`config.mk`:
```
export PLATFORM = sky130hd
export DESIGN_NAME = gaussian_blur_3x3
export DESIGN_NICKNAME = d
export VERILOG_FILES = /design/src/rtl/gaussian_blur_3x3.sv
export SDC_FILE = /design/constraint.sdc
export NUM_CORES = 1
export LEC_CHECK = 0
export CELL_PAD_IN_SITES_DETAIL_PLACEMENT = 0
export CELL_PAD_IN_SITES_GLOBAL_PLACEMENT = 1
export CORE_ASPECT_RATIO = 2
export CORE_MARGIN = 4
export CORE_UTILIZATION = 37
export CTS_CLUSTER_SIZE = 16
export DETAILED_ROUTE_END_ITERATION = 10
export HOLD_SLACK_MARGIN = 0.06
export PLACE_DENSITY = 0.82
export SYNTH_ARGS = -nofsm -noshare
export SYNTH_HDL_FRONTEND = slang
export SYNTH_SLANG_ARGS = --single-unit
```
`constraint.sdc`:
```
create_clock -name clk -period 3.95 [get_ports clk]
set_input_delay 0.395 -clock clk [delete_from_list [all_inputs] [get_ports clk]]
set_output_delay 0.395 -clock clk [all_outputs]
set_load 0.1 [all_outputs]
```
`src/rtl/gaussian_blur_3x3.sv`:
```
// Purpose : 3x3 binomial Gaussian (1 2 1 / 2 4 2 / 1 2 1, /16, rounded) over a raw-image SRAM, raster order.
// Latency : 11 cycles per pixel (9 reads, 1 drain, 1 write); gaus_done 1 cycle after the last write.
// Backpres: none; SRAMs are assumed to accept every strobe, start is ignored while busy.
//
// Ports:
//   clk, rst                      clock, synchronous active-high reset
//   start, max_x, max_y           frame request and inclusive last column/row (latched at start)
//   raw_rdata                     raw SRAM data, valid the cycle after read_SRAM_raw
//   read_SRAM_raw, x/y_addr_raw   raw SRAM read strobe and address
//   write_SRAM_gaus, x/y_addr_gaus_w, gaus_wdata
//                                 Gaussian SRAM write strobe, address and smoothed pixel
//   gaus_sample_flag, gaus_done   per-pixel pulse and end-of-frame pulse
//   busy                          high whenever the FSM is not idle
module gaussian_blur_3x3 #(
    parameter int X_MAX = 5,
    parameter int Y_MAX = 5,
    localparam int CW = $clog2((X_MAX > Y_MAX) ? X_MAX : Y_MAX),
    localparam int AW = CW + 1
) (
    input  logic          clk,
    input  logic          rst,
    input  logic          start,
    input  logic [CW-1:0] max_x,
    input  logic [CW-1:0] max_y,
    input  logic [7:0]    raw_rdata,
    output logic          read_SRAM_raw,
    output logic [AW-1:0] x_addr_raw,
    output logic [AW-1:0] y_addr_raw,
    output logic          write_SRAM_gaus,
    output logic [AW-1:0] x_addr_gaus_w,
    output logic [AW-1:0] y_addr_gaus_w,
    output logic [7:0]    gaus_wdata,
    output logic          gaus_sample_flag,
    output logic          gaus_done,
    output logic          busy
);

    typedef enum logic [2:0] {
        IDLE  = 3'd0,
        READ  = 3'd1,
        LAST  = 3'd2,
        WRITE = 3'd3,
        DONE  = 3'd4
    } state_t;

    state_t        state_q, state_d;
    logic [3:0]    k_q, k_d;
    logic [CW-1:0] x_q, x_d, y_q, y_d;
    logic [CW-1:0] mx_q, mx_d, my_q, my_d;
    logic [11:0]   acc_q, acc_d;
    logic [CW-1:0] wx_q, wx_d, wy_q, wy_d;
    logic [7:0]    wdata_q, wdata_d;
    logic [CW-1:0] rx_q, rx_d, ry_q, ry_d;

    // Tap geometry: row/col select 0,1,2 meaning offset -1,0,+1.
    logic [1:0]    row_sel, col_sel;
    logic [CW-1:0] rd_x, rd_y;
    logic [3:0]    prev_tap;
    logic [11:0]   raw_ext, tap_term, acc_sum;

    always_comb begin
        row_sel = 2'd0;
        col_sel = 2'd0;
        case (k_q)
            4'd0:    begin row_sel = 2'd0; col_sel = 2'd0; end
            4'd1:    begin row_sel = 2'd0; col_sel = 2'd1; end
            4'd2:    begin row_sel = 2'd0; col_sel = 2'd2; end
            4'd3:    begin row_sel = 2'd1; col_sel = 2'd0; end
            4'd4:    begin row_sel = 2'd1; col_sel = 2'd1; end
            4'd5:    begin row_sel = 2'd1; col_sel = 2'd2; end
            4'd6:    begin row_sel = 2'd2; col_sel = 2'd0; end
            4'd7:    begin row_sel = 2'd2; col_sel = 2'd1; end
            default: begin row_sel = 2'd2; col_sel = 2'd2; end
        endcase
    end

    // Clamp to [0, max]: border pixels are replicated instead of reading outside the frame.
    always_comb begin
        rd_x = x_q;
        rd_y = y_q;
        if (col_sel == 2'd0)      rd_x = (x_q == '0)   ? '0   : x_q - 1'b1;
        else if (col_sel == 2'd2) rd_x = (x_q >= mx_q) ? mx_q : x_q + 1'b1;
        if (row_sel == 2'd0)      rd_y = (y_q == '0)   ? '0   : y_q - 1'b1;
        else if (row_sel == 2'd2) rd_y = (y_q >= my_q) ? my_q : y_q + 1'b1;
    end

    // Read data lags its address by one cycle, so the tap being accumulated is k-1
    // (or tap 8 in LAST). Weight is 4 at the centre, 2 on odd taps, 1 on corners.
    always_comb begin
        prev_tap = (state_q == LAST) ? 4'd8 : 4'(k_q - 4'd1);
        raw_ext  = {4'b0000, raw_rdata};
        if (prev_tap == 4'd4)  tap_term = raw_ext << 2;
        else if (prev_tap[0])  tap_term = raw_ext << 1;
        else                   tap_term = raw_ext;
        acc_sum = acc_q + tap_term;
    end

    always_comb begin
        state_d = state_q;
        k_d     = k_q;
        x_d     = x_q;
        y_d     = y_q;
        mx_d    = mx_q;
        my_d    = my_q;
        acc_d   = acc_q;
        wx_d    = wx_q;
        wy_d    = wy_q;
        wdata_d = wdata_q;
        rx_d    = rx_q;
        ry_d    = ry_q;
        case (state_q)
            IDLE: begin
                if (start) begin
                    mx_d    = max_x;
                    my_d    = max_y;
                    x_d     = '0;
                    y_d     = '0;
                    acc_d   = '0;
                    k_d     = 4'd0;
                    state_d = READ;
                end
            end
            READ: begin
                rx_d = rd_x;
                ry_d = rd_y;
                if (k_q != 4'd0) acc_d = acc_sum;
                if (k_q == 4'd8) begin
                    k_d     = 4'd0;
                    state_d = LAST;
                end else begin
                    k_d = k_q + 4'd1;
                end
            end
            LAST: begin
                // Result and write address are registered here so that the write
                // cycle drives them straight from flops and they hold afterwards.
                acc_d   = acc_sum;
                wdata_d = 8'((acc_sum + 12'd8) >> 4);
                wx_d    = x_q;
                wy_d    = y_q;
                state_d = WRITE;
            end
            WRITE: begin
                acc_d = '0;
                if (x_q < mx_q) begin
                    x_d     = x_q + 1'b1;
                    state_d = READ;
                end else if (y_q < my_q) begin
                    x_d     = '0;
                    y_d     = y_q + 1'b1;
                    state_d = READ;
                end else begin
                    state_d = DONE;
                end
            end
            DONE:    state_d = IDLE;
            default: state_d = IDLE;
        endcase
    end

    always_ff @(posedge clk) begin
        if (rst) begin
            state_q <= IDLE;
            k_q     <= '0;
            x_q     <= '0;
            y_q     <= '0;
            mx_q    <= '0;
            my_q    <= '0;
            acc_q   <= '0;
            wx_q    <= '0;
            wy_q    <= '0;
            wdata_q <= '0;
            rx_q    <= '0;
            ry_q    <= '0;
        end else begin
            state_q <= state_d;
            k_q     <= k_d;
            x_q     <= x_d;
            y_q     <= y_d;
            mx_q    <= mx_d;
            my_q    <= my_d;
            acc_q   <= acc_d;
            wx_q    <= wx_d;
            wy_q    <= wy_d;
            wdata_q <= wdata_d;
            rx_q    <= rx_d;
            ry_q    <= ry_d;
        end
    end

    assign read_SRAM_raw    = (state_q == READ);
    assign x_addr_raw       = {{(AW-CW){1'b0}}, (state_q == READ) ? rd_x : rx_q};
    assign y_addr_raw       = {{(AW-CW){1'b0}}, (state_q == READ) ? rd_y : ry_q};
    assign write_SRAM_gaus  = (state_q == WRITE);
    assign gaus_sample_flag = (state_q == WRITE);
    assign x_addr_gaus_w    = {{(AW-CW){1'b0}}, wx_q};
    assign y_addr_gaus_w    = {{(AW-CW){1'b0}}, wy_q};
    assign gaus_wdata       = wdata_q;
    assign gaus_done        = (state_q == DONE);
    assign busy             = (state_q != IDLE);

endmodule

```
# After elaboration in Yosys (flattened, before gate mapping)
# Memory sizes are Yosys's and may differ from the RTL's. A register that Yosys moved wholly into a read port is not among the register bits.
# Cells that the tools add are included.
[totals] inputBits=17 out_inout_bits=29 ff_bits=51 romBits=32 memories=1
[memory_table] memory="(no name shown)" depth=8 width=4 read_ports=1 rd_clocked_by_memory_dff=1 write_ports=0 line_no="64" source="case (k_q)"
[op_classes] n_reduce_logical=16 muxes=34 order_cmp=4 n_addsub=8 n_eq_ne=14
[op_table] cell="$mux 3" count=21
[op_table] cell="$pmux 12 s4" count=1
[op_table] cell="$mux 12" count=2
[op_table] cell="$mux 4" count=4
[op_table] cell="$add 12x12->12" count=1
[op_table] cell="$add 12x4->12 const B" count=1
[op_table] cell="$pmux 3 s2" count=2
[op_table] cell="$pmux 3 s4" count=1
[op_table] cell="$mux 10" count=1
[op_table] cell="$logic_not 3->1" count=3
[op_table] cell="$mux 9" count=1
[op_table] cell="$pmux 4 s2" count=1
[op_table] cell="$reduce_bool 4->1" count=2
[op_table] cell="$add 3x1->3 const B" count=2
[op_table] cell="$eq 3x2->1 const B" count=2
[op_table] cell="$ge 3x3->1" count=2
[op_table] cell="$lt 3x3->1" count=2
[op_table] cell="$ne 2x1->1 const B" count=3
[op_table] cell="$reduce_and 2->1" count=3
[op_table] cell="$reduce_and 3->1" count=2
[op_table] cell="$sub 3x1->3 const B" count=2
[op_table] cell="$add 4x1->4 const B" count=1
[op_table] cell="$eq 2x2->1 const B" count=2
[op_table] cell="$eq 4x3->1 const B" count=1
[op_table] cell="10 further kinds" count=13

# Depth between registers and ports, before layout
[logic_depth] ltp_word=7 ltp_mapped=18 mapped_depth_nobuf=16

# Worst setup path after synthesis
# No wires, ideal clock.
[synth_path] path_kind="flip-flop to output port" from="reg y_q[0]" to="out y_addr_raw[1]" path_buffers=0 setup_slack_ns=-0.205 path_stages_with_launch=9 arrival_time_ns=3.760 path_cell_list="dfxtp_1 inv_1 ha_1 nand2b_1 a21o_1 a21oi_1 mux2i_1 o2bb2ai_1 o21ai_0"
[synth_between] elab_chain_len=5 elab_cells_between_ends=9
[synth_rtl] element="start, declared" line_no="48" source="logic [CW-1:0] x_q, x_d, y_q, y_d;"
[synth_rtl] element="start signal, assigned" line_no="179" source="y_q <= y_d;"
[synth_rtl] element="$add 3x1->3 or $ge 3x3->1 (tied branches)" line_no="84" source="else if (row_sel == 2'd2) rd_y = (y_q >= my_q) ? my_q : y_q + 1'b1;"
[synth_rtl] element="$mux 3 (2 in a row)" line_no="84"
[synth_rtl] element="$mux 3 *" line_no="83" source="if (row_sel == 2'd0) rd_y = (y_q == '0) ? '0 : y_q - 1'b1;"
[synth_rtl] element="$mux 3 *"
[synth_rtl] element="end, declared" line_no="28" source="output logic [AW-1:0] y_addr_raw,"
# Every way passes the cells marked *; elsewhere a longest branch is shown, timed or not.

# Worst setup path after layout
[layout_path] from="reg k_q[0]" to="reg wdata_q[7], in the netlist gaus_wdata[7]"
[layout_between] elab_chain_len=6 elab_cells_between_ends=7
[layout_rtl] element="start, declared" line_no="47" source="logic [3:0] k_q, k_d;"
[layout_rtl] element="start signal, assigned" line_no="177" source="k_q <= k_d;"
[layout_rtl] element="$sub 4x1->4 *" line_no="90" source="prev_tap = (state_q == LAST) ? 4'd8 : 4'(k_q - 4'd1);"
[layout_rtl] element="$mux 4 *" line_no="90"
[layout_rtl] element="$eq 4x3->1 or $mux 9 (tied branches)" line_no="92, 93"
[layout_rtl] element="$mux 10 *" line_no="92" source="if (prev_tap == 4'd4) tap_term = raw_ext << 2;"
[layout_rtl] element="$add 12x12->12 *" line_no="95" source="acc_sum = acc_q + tap_term;"
[layout_rtl] element="$add 12x4->12 *" line_no="138" source="wdata_d = 8'((acc_sum + 12'd8) >> 4);"
[layout_rtl] element="end signal, assigned" line_no="185" source="wdata_q <= wdata_d;"
[layout_rtl] element="end, declared" line_no="52" source="logic [7:0] wdata_q, wdata_d;"
# Marks and branches as above.
# A chain may end at the register's enable or synchronous reset.

==> impl_metrics.ini <==
[detailed_routing]
drtPass1Iterations = 4
drtAntennaViolNets = 0
drc = 0
dr.first_iter.drc_count = 126
via_count = 3216
wire_per_inst_um = 16.4
vias_per_cell = 5.47
wl_um = 9630

[clock_network]
cts_hold_buf = 0
cts_tree = yes
cts_root_buffer = clkbuf_16
numCtsBuffers = 5
cts.clk_slew.worst_paths_ns = 0.07
cts-htree-levels = 2
clkSinkCount = 55
cts-resized-gates = 0
postCtsSetupBuffers = 0
clk_latency_ns = 0.30
clock_path_buffers = 2

[placement]
place_ws_ns = 0.250
portBuffers = 41
dp_hpwl_um = 7580
placed_cells = 580
gp_congestion = 0.970
place_area_um2 = 4010

[final_layout]
final_area_um2 = 4190
num_antenna_cells = 0
finish.utilization_pct = 45.0
drive_gt1_share_pct = 8.06
final_common_cell = dfxtp_1
nets = 531
synthToLayoutAreaGrowth_pct = 18.9
stdcell_count = 588
layout_common_cells = 55 x dfxtp_1, 53 x nor2_1, 53 x nand2_1

[logic_synthesis]
ys_ff_latch = 55
syn-cell-area_um2 = 3530
syn_avg_cell_area_um2 = 7.89
ys_types = 52
synth_seq_area_share_pct = 31.2
yosysWarnings = 0
synthArstFlopShare_pct = 0
synth_edf_count = 0
netlist_instances = 447
synth_ff_type = dfxtp_1

[worst_hold_path]
hold_class = reg2reg

[worst_setup_path]
cp_top_family = compound AO/OA/AOI/OAI gates
worst_setup_path_end_kind = register
start_kind = register
cp.required_ns = 4.17
cp_slowest_stage_delay_ns = 0.46
crit_slowest_cell = dfxtp_1
criticalPathCategory = reg2reg
crit_arrival_ns = 3.96
crit_buf_inv = 2
crit_fanout = 15
crit_chain = inv_1, ha_1, xor2_1, nand3_1, nor3_1, buf_4, o21ai_0, ha_1, a21oi_2, o221a_2, and3b_1, a211oi_2, and4_1, xnor2_1, a211oi_2

[global_route]
overflow = 0
grt_use_total_pct = 17.2
antenna_found_initial = 0
grt_pass1_vias = 3185
grt_pass1_wl_um = 15400
grt_max_degree = 30

[timing]
fin_crit_ns = 3.74
worst_pin_slew_ns = 1.05
final.setup.tns_ns = 0
relSlewSlack_pct = 30.1
fin_hold_ws_ns = 0.456
rsz0062_at_grt = false
finalClockSkew_ns = 0.00532
hold_viol = 0
fmax_mhz = 268
setup_ws_ns = 0.213
finalCritPeriodShare_pct = 94.6
setup_viol = 0
slew_viol_final = 0

[floorplan]
die_h_um = 146
io_pins = 46
coreArea_um2 = 9320
num_rows = 50
die_area_um2 = 11300
die_w_um = 77.0
start_util_pct = 37.8

[run]
drv_cap = 0

[pwr]
finalPower_mw = 1.72
p_leak_nw = 1.68
p_per_area_nw_per_um2 = 410
vdd_drop_max_mv = 0.195

[outcome]
status = finished clean
-- power by group --
group / internal, mW / switching [mW]
logic: 0.190 / 0.401
registers: 0.581 / 0.0225
clock network: 0.316 / 0.208
total: 1.09 / 0.631
-- final cells by class --
type	instances	area (µm²)
Clock buffer	6	139
Tap cell	104	130
Sequential cell	55	1100
Multi-Input combinational cell	347	2250
Fill cell	929	5130
Clock inverter	2	35.0
Timing Repair Buffer	48	440
Inverter	26	97.6
-- flip-flops by register name (all words and copies together), names as in the netlist, named ones only --
register	count
wy_q	3
x_q	3
wx_q	3
rx_q	3
ry_q	3
gaus_wdata	8
y_q	3
state_q	3
acc_q	12
k_q	4
mx_q	3
my_q	3
-- cells by family after synthesis --
logic type | synth area share [%]
buf+inv | 5.64
fa+ha+maj | 11.2
other cells | 0.106
flops | 31.2
xor+xnor | 4.22
simple gates | 21.2
compound gates | 22.0
mux | 4.40
-- synth_stat cells, drive strengths merged (2+ instances only) --
cell type	instances	share of area [%]
nand2	53	5.6
mux2i	11	3.1
a211oi	10	2.6
mux2	4	1.3
o21a	4	0.85
nor2	54	5.8
nor3b	3	0.64
nand2b	6	1.1
o221ai	2	0.50
xor2	6	1.5
buf	5	1.1
a21o	3	0.64
inv	26	2.8
nand3	9	1.3
o211ai	4	0.85
and2	2	0.35
o21bai	2	0.43
nor2b	12	2.1
and4	3	0.75
clkbuf	17	1.8
or2	2	0.35
nand3b	2	0.43
dfxtp	55	31
ha	30	11
o21ai	23	3.3
o22ai	4	0.71
a21oi	40	5.8
a31oi	2	0.35
a22oi	15	3.2
nor3	9	1.3
o211a	2	0.57
xnor2	11	2.7
nor4	2	0.35
-- metal layers --
layer	vias to the layer above	GRT usage (%)	routed length [µm]	share of wire, %
li1	1621	-	-	-
met1	1501	15.3	3310	34
met2	64	35.3	5600	58
met3	30	1.85	215	2.2
met4	0	10.4	503	5.2
met5	-	0	0	0
-- tightest hold or removal path: cells and delay by family (launching register included) --
| family | cells | cell delay [ns] |
|---|---|---|
| simple gates | 1 | 0.05 |
| flops | 1 | 0.31 |
| compound gates | 1 | 0.05 |
-- path summary, 6_finish.rpt --
path | from | endpoint | slack [ns] | cells past startpoint
worst max-delay path | k_q[0]$_SDFFE_PP0P_ | gaus_wdata[7]$_SDFFE_PP0P_ | 0.21 | 15
worst min-delay path | wx_q[0]$_SDFFE_PP0P_ | wx_q[0]$_SDFFE_PP0P_ | 0.46 | 2
worst min register to register | wx_q[0]$_SDFFE_PP0P_ | wx_q[0]$_SDFFE_PP0P_ | 0.46 | 2
worst max register to register | k_q[0]$_SDFFE_PP0P_ | gaus_wdata[7]$_SDFFE_PP0P_ | 0.21 | 15
No activity file was read; power rests on OpenSTA's default activity.
